## config.mk

```make
export PLATFORM = sky130hd
export DESIGN_NAME = issue_stage_flat
export DESIGN_NICKNAME = d
export VERILOG_FILES = /design/src/rtl/issue_stage_pkg.sv /design/src/rtl/issue_stage_if.sv /design/src/rtl/issue_stage_iq_fifo.sv /design/src/rtl/issue_stage.sv /design/src/flat_wrapper.sv
export SDC_FILE = /design/constraint.sdc
export NUM_CORES = 1
export LEC_CHECK = 0
export ABC_AREA = 1
export CORE_ASPECT_RATIO = 0.75
export CORE_MARGIN = 5
export CORE_UTILIZATION = 50
export CTS_BUF_LIST = sky130_fd_sc_hd__clkbuf_8 sky130_fd_sc_hd__clkbuf_16
export DETAILED_ROUTE_END_ITERATION = 12
export DONT_BUFFER_PORTS = 1
export HOLD_SLACK_MARGIN = 0.15
export PLACE_DENSITY = 0.63
export SYNTH_ARGS = -nofsm -noshare
export SYNTH_HDL_FRONTEND = slang
export SYNTH_HIERARCHICAL = 1
export SYNTH_SLANG_ARGS = --single-unit
```

## constraint.sdc

```tcl
create_clock -name clk -period 6.05 [get_ports clk]
set_input_delay 1.21 -clock clk [delete_from_list [all_inputs] [get_ports clk]]
set_output_delay 1.21 -clock clk [all_outputs]
set_load 0.005 [all_outputs]
```

## src/rtl/issue_stage_pkg.sv

```systemverilog
`default_nettype none
// ============================================================================
// Package  : issue_stage_pkg
// Brief    : Shared widths, RV32 opcode constants, instruction field ranges
//            and immediate-decode helpers for the decode/issue stage.
// Revision : 1.0 - initial release
// ============================================================================
package issue_stage_pkg;

    localparam int c_XLEN      = 32;
    localparam int c_REG_IDX_W = 5;
    localparam int c_OPENUM_W  = 6;
    localparam int c_ROB_POS_W = 5;

    // Instruction field ranges
    localparam int c_OPC_LSB = 0;
    localparam int c_OPC_MSB = 6;
    localparam int c_RD_LSB  = 7;
    localparam int c_RD_MSB  = 11;
    localparam int c_RS1_LSB = 15;
    localparam int c_RS1_MSB = 19;
    localparam int c_RS2_LSB = 20;
    localparam int c_RS2_MSB = 24;

    // Major opcodes
    localparam logic [6:0] c_OPC_OP     = 7'b0110011;
    localparam logic [6:0] c_OPC_OP_IMM = 7'b0010011;
    localparam logic [6:0] c_OPC_LOAD   = 7'b0000011;
    localparam logic [6:0] c_OPC_JALR   = 7'b1100111;
    localparam logic [6:0] c_OPC_STORE  = 7'b0100011;
    localparam logic [6:0] c_OPC_BRANCH = 7'b1100011;
    localparam logic [6:0] c_OPC_JAL    = 7'b1101111;
    localparam logic [6:0] c_OPC_LUI    = 7'b0110111;
    localparam logic [6:0] c_OPC_AUIPC  = 7'b0010111;

    typedef enum logic [2:0] {
        FMT_R   = 3'd0,
        FMT_I   = 3'd1,
        FMT_S   = 3'd2,
        FMT_B   = 3'd3,
        FMT_J   = 3'd4,
        FMT_U   = 3'd5,
        FMT_UNK = 3'd6
    } inst_fmt_e;

    // Map a major opcode onto its encoding format
    function automatic inst_fmt_e get_fmt(input logic [6:0] opc);
        case (opc)
            c_OPC_OP:                           get_fmt = FMT_R;
            c_OPC_OP_IMM, c_OPC_LOAD, c_OPC_JALR: get_fmt = FMT_I;
            c_OPC_STORE:                        get_fmt = FMT_S;
            c_OPC_BRANCH:                       get_fmt = FMT_B;
            c_OPC_JAL:                          get_fmt = FMT_J;
            c_OPC_LUI, c_OPC_AUIPC:             get_fmt = FMT_U;
            default:                            get_fmt = FMT_UNK;
        endcase
    endfunction

    // Sign-extended immediate for a given format; R-type and unknown give 0
    function automatic logic [31:0] get_imm(input inst_fmt_e fmt, input logic [31:0] inst);
        case (fmt)
            FMT_I:   get_imm = {{20{inst[31]}}, inst[31:20]};
            FMT_S:   get_imm = {{20{inst[31]}}, inst[31:25], inst[11:7]};
            FMT_B:   get_imm = {{19{inst[31]}}, inst[31], inst[7], inst[30:25], inst[11:8], 1'b0};
            FMT_J:   get_imm = {{11{inst[31]}}, inst[31], inst[19:12], inst[20], inst[30:21], 1'b0};
            FMT_U:   get_imm = {inst[31:12], 12'b0};
            default: get_imm = 32'b0;
        endcase
    endfunction

endpackage
`default_nettype wire

```

## src/rtl/issue_stage_if.sv

```systemverilog
`default_nettype none
// ============================================================================
// Interface : issue_stage_if
// Brief     : Ifetch input, regfile/ROB lookup, CDB snoop and issue payload
//             bundle around the decode/issue stage.
// Revision  : 1.0 - initial release
// ============================================================================
interface issue_stage_if
    import issue_stage_pkg::*;
#(
    parameter int NUM_CDB   = 2,
    parameter int ROB_POS_W = c_ROB_POS_W,
    parameter int OPENUM_W  = c_OPENUM_W
);

    logic                       rdy;
    logic                       clr;

    // Ifetch side
    logic                       in_valid;
    logic                       in_ready;
    logic [c_XLEN-1:0]          in_inst;
    logic [OPENUM_W-1:0]        in_openum;
    logic [c_XLEN-1:0]          in_pc;
    logic                       in_pred_jump;
    logic                       in_rs_en;
    logic                       in_lsb_en;

    // Regfile lookup
    logic [c_REG_IDX_W-1:0]     reg_rs1_pos;
    logic [c_REG_IDX_W-1:0]     reg_rs2_pos;
    logic [c_XLEN-1:0]          reg_rs1_val;
    logic [c_XLEN-1:0]          reg_rs2_val;
    logic [ROB_POS_W-1:0]       reg_rs1_rob_pos;
    logic [ROB_POS_W-1:0]       reg_rs2_rob_pos;

    // ROB lookup and status
    logic [ROB_POS_W-1:0]       rob_rs1_pos;
    logic [ROB_POS_W-1:0]       rob_rs2_pos;
    logic                       rob_rs1_ready;
    logic                       rob_rs2_ready;
    logic [c_XLEN-1:0]          rob_rs1_val;
    logic [c_XLEN-1:0]          rob_rs2_val;
    logic [ROB_POS_W-1:0]       rob_next_pos;
    logic                       rob_full;
    logic                       rs_full;
    logic                       lsb_full;

    // Result broadcast channels
    logic [NUM_CDB-1:0]           cdb_valid;
    logic [NUM_CDB*ROB_POS_W-1:0] cdb_rob_pos;
    logic [NUM_CDB*c_XLEN-1:0]    cdb_val;

    // Issue payload
    logic                       issue_valid;
    logic [OPENUM_W-1:0]        issue_openum;
    logic [c_REG_IDX_W-1:0]     issue_rd;
    logic [c_XLEN-1:0]          issue_rs1_val;
    logic [ROB_POS_W-1:0]       issue_rs1_rob_pos;
    logic [c_XLEN-1:0]          issue_rs2_val;
    logic [ROB_POS_W-1:0]       issue_rs2_rob_pos;
    logic [c_XLEN-1:0]          issue_imm;
    logic [c_XLEN-1:0]          issue_pc;
    logic                       issue_pred_jump;
    logic                       issue_ready_inst;
    logic [ROB_POS_W-1:0]       issue_rob_pos;
    logic                       rs_enable;
    logic                       lsb_enable;

    // Issue stage view
    modport slave (
        input  rdy, clr,
        input  in_valid, in_inst, in_openum, in_pc, in_pred_jump, in_rs_en, in_lsb_en,
        output in_ready,
        output reg_rs1_pos, reg_rs2_pos,
        input  reg_rs1_val, reg_rs2_val, reg_rs1_rob_pos, reg_rs2_rob_pos,
        output rob_rs1_pos, rob_rs2_pos,
        input  rob_rs1_ready, rob_rs2_ready, rob_rs1_val, rob_rs2_val, rob_next_pos,
        input  rob_full, rs_full, lsb_full,
        input  cdb_valid, cdb_rob_pos, cdb_val,
        output issue_valid, issue_openum, issue_rd, issue_rs1_val, issue_rs1_rob_pos,
        output issue_rs2_val, issue_rs2_rob_pos, issue_imm, issue_pc, issue_pred_jump,
        output issue_ready_inst, issue_rob_pos, rs_enable, lsb_enable
    );

    // Surrounding pipeline view
    modport master (
        output rdy, clr,
        output in_valid, in_inst, in_openum, in_pc, in_pred_jump, in_rs_en, in_lsb_en,
        input  in_ready,
        input  reg_rs1_pos, reg_rs2_pos,
        output reg_rs1_val, reg_rs2_val, reg_rs1_rob_pos, reg_rs2_rob_pos,
        input  rob_rs1_pos, rob_rs2_pos,
        output rob_rs1_ready, rob_rs2_ready, rob_rs1_val, rob_rs2_val, rob_next_pos,
        output rob_full, rs_full, lsb_full,
        output cdb_valid, cdb_rob_pos, cdb_val,
        input  issue_valid, issue_openum, issue_rd, issue_rs1_val, issue_rs1_rob_pos,
        input  issue_rs2_val, issue_rs2_rob_pos, issue_imm, issue_pc, issue_pred_jump,
        input  issue_ready_inst, issue_rob_pos, rs_enable, lsb_enable
    );

endinterface
`default_nettype wire

```

## src/rtl/issue_stage_iq_fifo.sv

```systemverilog
`default_nettype none
// ============================================================================
// Module   : iq_fifo
// Brief    : Synchronous instruction-queue FIFO with flush and global enable.
//            Pointers wrap naturally; full/empty derive from the count only.
//            Caller guarantees no push when full and no pop when empty.
// Revision : 1.0 - initial release
// ============================================================================
module iq_fifo #(
    parameter int DEPTH = 4,
    parameter int WIDTH = 32
) (
    input  logic             clk,
    input  logic             rst,
    input  logic             en,
    input  logic             flush,
    input  logic             push,
    input  logic [WIDTH-1:0] push_data,
    input  logic             pop,
    output logic [WIDTH-1:0] head_data,
    output logic             full,
    output logic             empty
);

    localparam int c_PTR_W = $clog2(DEPTH);

    logic [WIDTH-1:0]   r_mem [DEPTH];
    logic [c_PTR_W-1:0] r_wr_ptr;
    logic [c_PTR_W-1:0] r_rd_ptr;
    logic [c_PTR_W:0]   r_count;

    assign head_data = r_mem[r_rd_ptr];
    assign full      = (r_count == (c_PTR_W + 1)'(DEPTH));
    assign empty     = (r_count == '0);

    // Pointer and occupancy bookkeeping; flush discards every entry
    always_ff @(posedge clk) begin
        if (rst) begin
            r_wr_ptr <= '0;
            r_rd_ptr <= '0;
            r_count  <= '0;
        end else if (en) begin
            if (flush) begin
                r_wr_ptr <= '0;
                r_rd_ptr <= '0;
                r_count  <= '0;
            end else begin
                if (push) begin
                    r_wr_ptr <= r_wr_ptr + 1'b1;
                end
                if (pop) begin
                    r_rd_ptr <= r_rd_ptr + 1'b1;
                end
                case ({push, pop})
                    2'b10:   r_count <= r_count + 1'b1;
                    2'b01:   r_count <= r_count - 1'b1;
                    default: r_count <= r_count;
                endcase
            end
        end
    end

    // Entry storage needs no reset: occupancy decides what is valid
    always_ff @(posedge clk) begin
        if (en && push && !flush) begin
            r_mem[r_wr_ptr] <= push_data;
        end
    end

endmodule
`default_nettype wire

```

## src/rtl/issue_stage.sv

```systemverilog
`default_nettype none
// ============================================================================
// Module   : issue_stage
// Brief    : Queued decode/issue stage. Decodes the queue head, resolves both
//            source operands (regfile, ROB, CDB snoop, rename bypass) and
//            issues at most one instruction per cycle through registers.
// Revision : 1.0 - initial release
// ============================================================================
module issue_stage
    import issue_stage_pkg::*;
#(
    parameter int QUEUE_DEPTH = 4,
    parameter int NUM_CDB     = 2,
    parameter int ROB_POS_W   = c_ROB_POS_W,
    parameter int ROB_SIZE    = 16,
    parameter int OPENUM_W    = c_OPENUM_W
) (
    input  logic         clk,
    input  logic         rst,
    issue_stage_if.slave bus
);

    localparam int c_ENTRY_W = c_XLEN + OPENUM_W + c_XLEN + 3;

    // Queue plumbing
    logic [c_ENTRY_W-1:0]   w_push_data;
    logic [c_ENTRY_W-1:0]   w_head_data;
    logic                   w_full;
    logic                   w_empty;
    logic                   w_push;
    logic                   w_flush;
    logic                   w_issue;

    logic [c_XLEN-1:0]      w_head_inst;
    logic [OPENUM_W-1:0]    w_head_openum;
    logic [c_XLEN-1:0]      w_head_pc;
    logic                   w_head_pred;
    logic                   w_head_rs_en;
    logic                   w_head_lsb_en;

    // Decode results
    logic                   w_use_rs1;
    logic                   w_use_rs2;
    logic [c_REG_IDX_W-1:0] w_rd;
    logic [c_XLEN-1:0]      w_imm;
    logic                   w_ready_inst;
    logic [ROB_POS_W-1:0]   w_eff_rob_pos;

    // Per-operand lookup inputs, index 0 = rs1, 1 = rs2
    logic [c_REG_IDX_W-1:0] w_src_idx       [2];
    logic [c_XLEN-1:0]      w_src_reg_val   [2];
    logic [ROB_POS_W-1:0]   w_src_tag       [2];
    logic                   w_src_rob_ready [2];
    logic [c_XLEN-1:0]      w_src_rob_val   [2];

    // Registered issue payload
    logic                   r_issue_valid;
    logic [OPENUM_W-1:0]    r_issue_openum;
    logic [c_REG_IDX_W-1:0] r_issue_rd;
    logic [c_XLEN-1:0]      r_issue_rs1_val;
    logic [ROB_POS_W-1:0]   r_issue_rs1_rob_pos;
    logic [c_XLEN-1:0]      r_issue_rs2_val;
    logic [ROB_POS_W-1:0]   r_issue_rs2_rob_pos;
    logic [c_XLEN-1:0]      r_issue_imm;
    logic [c_XLEN-1:0]      r_issue_pc;
    logic                   r_issue_pred_jump;
    logic                   r_issue_ready_inst;
    logic [ROB_POS_W-1:0]   r_issue_rob_pos;
    logic                   r_rs_enable;
    logic                   r_lsb_enable;

    assign w_push_data = {bus.in_inst, bus.in_openum, bus.in_pc,
                          bus.in_pred_jump, bus.in_rs_en, bus.in_lsb_en};
    assign {w_head_inst, w_head_openum, w_head_pc,
            w_head_pred, w_head_rs_en, w_head_lsb_en} = w_head_data;

    // No pass-through when full: a pop this cycle frees a slot only next cycle
    assign bus.in_ready = !w_full;
    assign w_push  = bus.rdy && bus.in_valid && !w_full && !bus.clr;
    assign w_flush = bus.rdy && bus.clr;
    assign w_issue = bus.rdy && !w_empty && !bus.clr && !bus.rob_full
                     && !(w_head_rs_en && bus.rs_full)
                     && !(w_head_lsb_en && bus.lsb_full);

    iq_fifo #(
        .DEPTH (QUEUE_DEPTH),
        .WIDTH (c_ENTRY_W)
    ) u_iq_fifo (
        .clk       (clk),
        .rst       (rst),
        .en        (bus.rdy),
        .flush     (w_flush),
        .push      (w_push),
        .push_data (w_push_data),
        .pop       (w_issue),
        .head_data (w_head_data),
        .full      (w_full),
        .empty     (w_empty)
    );

    // Decode the head: operand usage, destination, immediate
    always_comb begin
        w_use_rs1    = 1'b1;
        w_use_rs2    = 1'b1;
        w_rd         = w_head_inst[c_RD_MSB:c_RD_LSB];
        w_ready_inst = 1'b0;
        case (get_fmt(w_head_inst[c_OPC_MSB:c_OPC_LSB]))
            FMT_I: w_use_rs2 = 1'b0;
            FMT_S: begin
                w_rd         = '0;
                w_ready_inst = 1'b1;
            end
            FMT_B: w_rd = '0;
            FMT_J, FMT_U: begin
                w_use_rs1 = 1'b0;
                w_use_rs2 = 1'b0;
            end
            default: ;
        endcase
        w_imm = get_imm(get_fmt(w_head_inst[c_OPC_MSB:c_OPC_LSB]), w_head_inst);
    end

    // A cleared operand is looked up as x0, which resolves to value 0, tag 0
    assign w_src_idx[0]       = w_use_rs1 ? w_head_inst[c_RS1_MSB:c_RS1_LSB] : '0;
    assign w_src_idx[1]       = w_use_rs2 ? w_head_inst[c_RS2_MSB:c_RS2_LSB] : '0;
    assign w_src_reg_val[0]   = bus.reg_rs1_val;
    assign w_src_reg_val[1]   = bus.reg_rs2_val;
    assign w_src_tag[0]       = bus.reg_rs1_rob_pos;
    assign w_src_tag[1]       = bus.reg_rs2_rob_pos;
    assign w_src_rob_ready[0] = bus.rob_rs1_ready;
    assign w_src_rob_ready[1] = bus.rob_rs2_ready;
    assign w_src_rob_val[0]   = bus.rob_rs1_val;
    assign w_src_rob_val[1]   = bus.rob_rs2_val;

    assign bus.reg_rs1_pos = w_src_idx[0];
    assign bus.reg_rs2_pos = w_src_idx[1];
    assign bus.rob_rs1_pos = bus.reg_rs1_rob_pos;
    assign bus.rob_rs2_pos = bus.reg_rs2_rob_pos;

    for (genvar g = 0; g < 2; g++) begin : g_opnd
        logic [c_XLEN-1:0]    w_val;
        logic [ROB_POS_W-1:0] w_tag;

        // Resolve one operand; CDB scan runs high-to-low so the lowest matching channel wins
        always_comb begin
            w_val = '0;
            w_tag = '0;
            if (w_src_idx[g] == '0) begin
                w_val = '0;
            end else if (r_issue_valid && (r_issue_rd != '0) && (r_issue_rd == w_src_idx[g])) begin
                w_tag = r_issue_rob_pos;
            end else if (w_src_tag[g] == '0) begin
                w_val = w_src_reg_val[g];
            end else if (w_src_rob_ready[g]) begin
                w_val = w_src_rob_val[g];
            end else begin
                w_tag = w_src_tag[g];
                for (int c = NUM_CDB - 1; c >= 0; c--) begin
                    if (bus.cdb_valid[c] &&
                        (bus.cdb_rob_pos[c*ROB_POS_W +: ROB_POS_W] == w_src_tag[g])) begin
                        w_val = bus.cdb_val[c*c_XLEN +: c_XLEN];
                        w_tag = '0;
                    end
                end
            end
        end
    end

    // ROB tail has not yet advanced for an instruction issued last cycle
    assign w_eff_rob_pos = !r_issue_valid ? bus.rob_next_pos :
                           (bus.rob_next_pos == ROB_POS_W'(ROB_SIZE)) ? ROB_POS_W'(1) :
                           bus.rob_next_pos + 1'b1;

    // Issue register: pulse valid/enables, payload holds between issues
    always_ff @(posedge clk) begin
        if (rst) begin
            r_issue_valid       <= 1'b0;
            r_issue_openum      <= '0;
            r_issue_rd          <= '0;
            r_issue_rs1_val     <= '0;
            r_issue_rs1_rob_pos <= '0;
            r_issue_rs2_val     <= '0;
            r_issue_rs2_rob_pos <= '0;
            r_issue_imm         <= '0;
            r_issue_pc          <= '0;
            r_issue_pred_jump   <= 1'b0;
            r_issue_ready_inst  <= 1'b0;
            r_issue_rob_pos     <= '0;
            r_rs_enable         <= 1'b0;
            r_lsb_enable        <= 1'b0;
        end else if (bus.rdy) begin
            r_issue_valid <= w_issue;
            r_rs_enable   <= w_issue && w_head_rs_en;
            r_lsb_enable  <= w_issue && w_head_lsb_en;
            if (w_issue) begin
                r_issue_openum      <= w_head_openum;
                r_issue_rd          <= w_rd;
                r_issue_rs1_val     <= g_opnd[0].w_val;
                r_issue_rs1_rob_pos <= g_opnd[0].w_tag;
                r_issue_rs2_val     <= g_opnd[1].w_val;
                r_issue_rs2_rob_pos <= g_opnd[1].w_tag;
                r_issue_imm         <= w_imm;
                r_issue_pc          <= w_head_pc;
                r_issue_pred_jump   <= w_head_pred;
                r_issue_ready_inst  <= w_ready_inst;
                r_issue_rob_pos     <= w_eff_rob_pos;
            end
        end
    end

    assign bus.issue_valid       = r_issue_valid;
    assign bus.issue_openum      = r_issue_openum;
    assign bus.issue_rd          = r_issue_rd;
    assign bus.issue_rs1_val     = r_issue_rs1_val;
    assign bus.issue_rs1_rob_pos = r_issue_rs1_rob_pos;
    assign bus.issue_rs2_val     = r_issue_rs2_val;
    assign bus.issue_rs2_rob_pos = r_issue_rs2_rob_pos;
    assign bus.issue_imm         = r_issue_imm;
    assign bus.issue_pc          = r_issue_pc;
    assign bus.issue_pred_jump   = r_issue_pred_jump;
    assign bus.issue_ready_inst  = r_issue_ready_inst;
    assign bus.issue_rob_pos     = r_issue_rob_pos;
    assign bus.rs_enable         = r_rs_enable;
    assign bus.lsb_enable        = r_lsb_enable;

endmodule
`default_nettype wire

```

## src/flat_wrapper.sv

```systemverilog
// flat-port wrapper written by rule: the top's interface ports become plain ports
module issue_stage_flat import issue_stage_pkg::*;
#(
    parameter int QUEUE_DEPTH = 4,
    parameter int NUM_CDB     = 2,
    parameter int ROB_POS_W   = c_ROB_POS_W,
    parameter int ROB_SIZE    = 16,
    parameter int OPENUM_W    = c_OPENUM_W
)
  (clk, rst, bus_rdy, bus_clr, bus_in_valid, bus_in_inst, bus_in_openum, bus_in_pc, bus_in_pred_jump, bus_in_rs_en, bus_in_lsb_en, bus_in_ready, bus_reg_rs1_pos, bus_reg_rs2_pos, bus_reg_rs1_val, bus_reg_rs2_val, bus_reg_rs1_rob_pos, bus_reg_rs2_rob_pos, bus_rob_rs1_pos, bus_rob_rs2_pos, bus_rob_rs1_ready, bus_rob_rs2_ready, bus_rob_rs1_val, bus_rob_rs2_val, bus_rob_next_pos, bus_rob_full, bus_rs_full, bus_lsb_full, bus_cdb_valid, bus_cdb_rob_pos, bus_cdb_val, bus_issue_valid, bus_issue_openum, bus_issue_rd, bus_issue_rs1_val, bus_issue_rs1_rob_pos, bus_issue_rs2_val, bus_issue_rs2_rob_pos, bus_issue_imm, bus_issue_pc, bus_issue_pred_jump, bus_issue_ready_inst, bus_issue_rob_pos, bus_rs_enable, bus_lsb_enable);
  issue_stage_if #(.NUM_CDB(NUM_CDB), .ROB_POS_W(ROB_POS_W), .OPENUM_W(OPENUM_W)) bus_i ();
  input  logic clk;
  input  logic rst;
  input wire logic [$bits(bus_i.rdy)-1:0] bus_rdy;
  input wire logic [$bits(bus_i.clr)-1:0] bus_clr;
  input wire logic [$bits(bus_i.in_valid)-1:0] bus_in_valid;
  input wire logic [$bits(bus_i.in_inst)-1:0] bus_in_inst;
  input wire logic [$bits(bus_i.in_openum)-1:0] bus_in_openum;
  input wire logic [$bits(bus_i.in_pc)-1:0] bus_in_pc;
  input wire logic [$bits(bus_i.in_pred_jump)-1:0] bus_in_pred_jump;
  input wire logic [$bits(bus_i.in_rs_en)-1:0] bus_in_rs_en;
  input wire logic [$bits(bus_i.in_lsb_en)-1:0] bus_in_lsb_en;
  output wire logic [$bits(bus_i.in_ready)-1:0] bus_in_ready;
  output wire logic [$bits(bus_i.reg_rs1_pos)-1:0] bus_reg_rs1_pos;
  output wire logic [$bits(bus_i.reg_rs2_pos)-1:0] bus_reg_rs2_pos;
  input wire logic [$bits(bus_i.reg_rs1_val)-1:0] bus_reg_rs1_val;
  input wire logic [$bits(bus_i.reg_rs2_val)-1:0] bus_reg_rs2_val;
  input wire logic [$bits(bus_i.reg_rs1_rob_pos)-1:0] bus_reg_rs1_rob_pos;
  input wire logic [$bits(bus_i.reg_rs2_rob_pos)-1:0] bus_reg_rs2_rob_pos;
  output wire logic [$bits(bus_i.rob_rs1_pos)-1:0] bus_rob_rs1_pos;
  output wire logic [$bits(bus_i.rob_rs2_pos)-1:0] bus_rob_rs2_pos;
  input wire logic [$bits(bus_i.rob_rs1_ready)-1:0] bus_rob_rs1_ready;
  input wire logic [$bits(bus_i.rob_rs2_ready)-1:0] bus_rob_rs2_ready;
  input wire logic [$bits(bus_i.rob_rs1_val)-1:0] bus_rob_rs1_val;
  input wire logic [$bits(bus_i.rob_rs2_val)-1:0] bus_rob_rs2_val;
  input wire logic [$bits(bus_i.rob_next_pos)-1:0] bus_rob_next_pos;
  input wire logic [$bits(bus_i.rob_full)-1:0] bus_rob_full;
  input wire logic [$bits(bus_i.rs_full)-1:0] bus_rs_full;
  input wire logic [$bits(bus_i.lsb_full)-1:0] bus_lsb_full;
  input wire logic [$bits(bus_i.cdb_valid)-1:0] bus_cdb_valid;
  input wire logic [$bits(bus_i.cdb_rob_pos)-1:0] bus_cdb_rob_pos;
  input wire logic [$bits(bus_i.cdb_val)-1:0] bus_cdb_val;
  output wire logic [$bits(bus_i.issue_valid)-1:0] bus_issue_valid;
  output wire logic [$bits(bus_i.issue_openum)-1:0] bus_issue_openum;
  output wire logic [$bits(bus_i.issue_rd)-1:0] bus_issue_rd;
  output wire logic [$bits(bus_i.issue_rs1_val)-1:0] bus_issue_rs1_val;
  output wire logic [$bits(bus_i.issue_rs1_rob_pos)-1:0] bus_issue_rs1_rob_pos;
  output wire logic [$bits(bus_i.issue_rs2_val)-1:0] bus_issue_rs2_val;
  output wire logic [$bits(bus_i.issue_rs2_rob_pos)-1:0] bus_issue_rs2_rob_pos;
  output wire logic [$bits(bus_i.issue_imm)-1:0] bus_issue_imm;
  output wire logic [$bits(bus_i.issue_pc)-1:0] bus_issue_pc;
  output wire logic [$bits(bus_i.issue_pred_jump)-1:0] bus_issue_pred_jump;
  output wire logic [$bits(bus_i.issue_ready_inst)-1:0] bus_issue_ready_inst;
  output wire logic [$bits(bus_i.issue_rob_pos)-1:0] bus_issue_rob_pos;
  output wire logic [$bits(bus_i.rs_enable)-1:0] bus_rs_enable;
  output wire logic [$bits(bus_i.lsb_enable)-1:0] bus_lsb_enable;
  assign bus_i.rdy = bus_rdy;
  assign bus_i.clr = bus_clr;
  assign bus_i.in_valid = bus_in_valid;
  assign bus_i.in_inst = bus_in_inst;
  assign bus_i.in_openum = bus_in_openum;
  assign bus_i.in_pc = bus_in_pc;
  assign bus_i.in_pred_jump = bus_in_pred_jump;
  assign bus_i.in_rs_en = bus_in_rs_en;
  assign bus_i.in_lsb_en = bus_in_lsb_en;
  assign bus_in_ready = bus_i.in_ready;
  assign bus_reg_rs1_pos = bus_i.reg_rs1_pos;
  assign bus_reg_rs2_pos = bus_i.reg_rs2_pos;
  assign bus_i.reg_rs1_val = bus_reg_rs1_val;
  assign bus_i.reg_rs2_val = bus_reg_rs2_val;
  assign bus_i.reg_rs1_rob_pos = bus_reg_rs1_rob_pos;
  assign bus_i.reg_rs2_rob_pos = bus_reg_rs2_rob_pos;
  assign bus_rob_rs1_pos = bus_i.rob_rs1_pos;
  assign bus_rob_rs2_pos = bus_i.rob_rs2_pos;
  assign bus_i.rob_rs1_ready = bus_rob_rs1_ready;
  assign bus_i.rob_rs2_ready = bus_rob_rs2_ready;
  assign bus_i.rob_rs1_val = bus_rob_rs1_val;
  assign bus_i.rob_rs2_val = bus_rob_rs2_val;
  assign bus_i.rob_next_pos = bus_rob_next_pos;
  assign bus_i.rob_full = bus_rob_full;
  assign bus_i.rs_full = bus_rs_full;
  assign bus_i.lsb_full = bus_lsb_full;
  assign bus_i.cdb_valid = bus_cdb_valid;
  assign bus_i.cdb_rob_pos = bus_cdb_rob_pos;
  assign bus_i.cdb_val = bus_cdb_val;
  assign bus_issue_valid = bus_i.issue_valid;
  assign bus_issue_openum = bus_i.issue_openum;
  assign bus_issue_rd = bus_i.issue_rd;
  assign bus_issue_rs1_val = bus_i.issue_rs1_val;
  assign bus_issue_rs1_rob_pos = bus_i.issue_rs1_rob_pos;
  assign bus_issue_rs2_val = bus_i.issue_rs2_val;
  assign bus_issue_rs2_rob_pos = bus_i.issue_rs2_rob_pos;
  assign bus_issue_imm = bus_i.issue_imm;
  assign bus_issue_pc = bus_i.issue_pc;
  assign bus_issue_pred_jump = bus_i.issue_pred_jump;
  assign bus_issue_ready_inst = bus_i.issue_ready_inst;
  assign bus_issue_rob_pos = bus_i.issue_rob_pos;
  assign bus_rs_enable = bus_i.rs_enable;
  assign bus_lsb_enable = bus_i.lsb_enable;
  issue_stage #(.QUEUE_DEPTH(QUEUE_DEPTH), .NUM_CDB(NUM_CDB), .ROB_POS_W(ROB_POS_W), .ROB_SIZE(ROB_SIZE), .OPENUM_W(OPENUM_W)) u_core (.clk(clk), .rst(rst), .bus(bus_i));
endmodule
```

==> results.md <==
* Maximum vdd drop at between 0.0002 and 0.00025 V
* Worst slew pin tran at 990 ps
* Final Core Density at 0.550
* Grt met1 use at 0.370
* Setup Total Neg Slack at 0 ps
* # rows at between 60 and 70
* Met2 Resource Use GR at 0.403
* Tot GR Track Use at 0.264
* Share of cells above drive strength 1 at 0.110
* Routability congestion estimate at around 0.91
* Main flop type after synthesis: edfxtp_1
* M3 GR Usage at 0.0883
* Layout area overhead at 8.55%
* Crit end category: output port
* Hold wc startpoint: u_core/bus.issue_rs1_val[5]
* Die ar. at 45500 µm²
* CTS max path bufs at 3
* LEAKAGE at 8.10 nW
* Status: complete, no violations
* Setup crit start kind: flip-flop
* PortBufs at 0
* Post-route total power at ~0.0066 W
* Max cap viols at 0
* Power per cell area at 295 nW/µm²
* Yosys Warn Count at 6
* # H-tree levels at 2
* Final WL at 64700 µm
* Most common cell after layout, fill and taps aside: nor2_1
* RSZ-0062 raised after global routing: no
* Number of flops mapped to enable cells by yosys at 292
* Post-synth cell types at 47
* Fin nets at 2397
* DR vias/cell at 6.03
* Die height at 186 µm
* Largest net degree at the start of global routing at 115
* Post-synth ARST share at 0
* I/O pins at 482
* Critical path fanouts, max at between 70 and 80
* Final worst path period need at around 5000 ps
* Mapped Cells at 2159
* Worst Clk Skew at 22.7 ps
* Routed wire per std cell at 24.4 µm
* DR pass1 iterations at 5
* Layer with the highest usage: met2
* Fillers at 3562
* Die Wd at about 240 µm
* DR iter-0 viols at 1722
* Commonest non-fill, non-tap cells in the layout: nor2_1, edfxtp_1, nand2_1
* Final Hold Fails at 0
* Seq/Total Area, Yosys at 0.588
* Crit path DAT at 3810 ps
* DRC violations left at 0
* CTS root buf: clkbuf_16
* Final worst setup slack at 1030 ps
* Yosys reg bits at 460
* Initial Utilization at 0.506
* Final antenna-violating net count at 0
* Relative slew slack at 0.339
* Hold Crit Class: reg -> reg
* Critical Path RT at 4840 ps
* Mapped Nets at between 2000 and 2500
* Area of the multi-input gates at 7190 µm²
* TritonCTS clock tree: done
* Clk slew on worst S/H paths at 70 ps
* Via count at roughly 16000
* # Post-CTS Setup Buffers at 0
* Crit path kind: reg -> out
* CTS buffer count at 45
* Clk Latency, worst-skew pair at 590 ps
* F_max at approximately 200 MHz
* Core ar. at 40800 µm²
* FF+latch area at 12100 µm²
* Clock sink count at 460
* Final Cycle Share at 0.829
* Global-route wire length before repair at 92800 µm
* Setup-failing EPs final at 0
* DP HPWL at roughly 45000 µm
* Dpl ws at approximately 1600 ps
* GRT overflow at 0
* Final Max Slew Viols at 0
* # resized after CTS at 0
* Vias in the first global route at 14700
* Synth Cell Area at 20600 µm²
* Hold buffers post-CTS at 0
* Initial antenna violation count at 11
* Syn_area_per_cell at 9.56 µm²
## final timing paths
check	slack, ps	depth (start not counted)	to
max	1030	15	bus_reg_rs2_pos[3]
min	490	2	u_core/bus.issue_rs1_val[5]
max reg2reg	1690	17	u_core/bus.issue_rs1_val[5]
min reg2reg	490	2	u_core/bus.issue_rs1_val[5]
## cells by family (layout without fill, tap and decap cells)
family          Yosys count  count (layout)  synth area share
simple gates            760             760             0.158
compound gates          620             620             0.177
flops                   460             460             0.588
buf+inv                 298             261            0.0664
xor+xnor                 11              11           0.00467
fa+ha+maj                10              10           0.00642
other cells               0               3                 0
## report_power, final
| group | internal (W) | switching [W] | total, W |
|---|---|---|---|
| registers | 0.00335 | 0.0000148 | 0.00336 |
| clock network | 0.00173 | 0.00126 | 0.00298 |
| logic | 0.0000799 | 0.000187 | 0.000267 |
| total | 0.00515 | 0.00146 | 0.00661 |
## Yosys cell counts, drive strengths merged, types with 34 or more instances
library cell,n,share of area
a21oi,117,0.034
nand2,315,0.063
o22ai,82,0.025
buf,50,0.021
a31oi,34,0.010
edfxtp,292,0.42
o211ai,92,0.033
o21ai,283,0.069
inv,141,0.026
clkbuf,104,0.019
nor2,328,0.064
nand3,86,0.023
dfxtp,168,0.16
## worst max-delay path: stages (launching register included)
cell     delay, ps
dfxtp_4        830
buf_4          430
nor2_1         100
o22ai_1        220
inv_1          110
nor2_1         150
nand2_1        100
nand2_4        130
inv_1           80
ha_1           200
inv_1           70
nor2_2          50
nand2_4         80
nand3_2        260
nand3_1        270
inv_1           90
## registers in the layout, summed over array words and instances (netlist names), 2 cells and up, named ones only
register / cells
u_core/bus.issue_openum: 6
u_core/u_iq_fifo/r_wr_ptr: 2
u_core/u_iq_fifo/r_mem: 292
u_core/bus.issue_rs2_val: 32
u_core/bus.issue_rob_pos: 5
u_core/u_iq_fifo/r_count: 3
u_core/bus.issue_rs2_rob_pos: 5
u_core/bus.issue_rs1_val: 32
u_core/u_iq_fifo/r_rd_ptr: 2
u_core/bus.issue_imm: 32
u_core/bus.issue_rd: 5
u_core/bus.issue_pc: 32
u_core/bus.issue_rs1_rob_pos: 5
## area by class of cell
type | count | area share
timing repair buffer | 33 | 0.0116
antenna | 3 | 0.000335
tap | 528 | 0.0295
multi-input combinational | 1401 | 0.321
inverter | 144 | 0.0246
clock inverter | 28 | 0.0132
sequential | 460 | 0.542
clock buffer | 56 | 0.0585
## metrics by stage
step	hold slack, ps	instances	area [µm²]
after floorplan	460	2159	20600
after global placement	469	2566	20800
after detailed placement	475	2566	20800
after CTS	485	2650	22400
after global routing	503	2651	22400
final	488	2653	22400
## layer usage
metal / part of all wire / up-vias
met4: 0.022 / 0
met3: 0.11 / 123
li1: - / 7398
met2: 0.46 / 775
met5: 0 / -
met1: 0.42 / 7698
(Power assumes the default switching activity.)
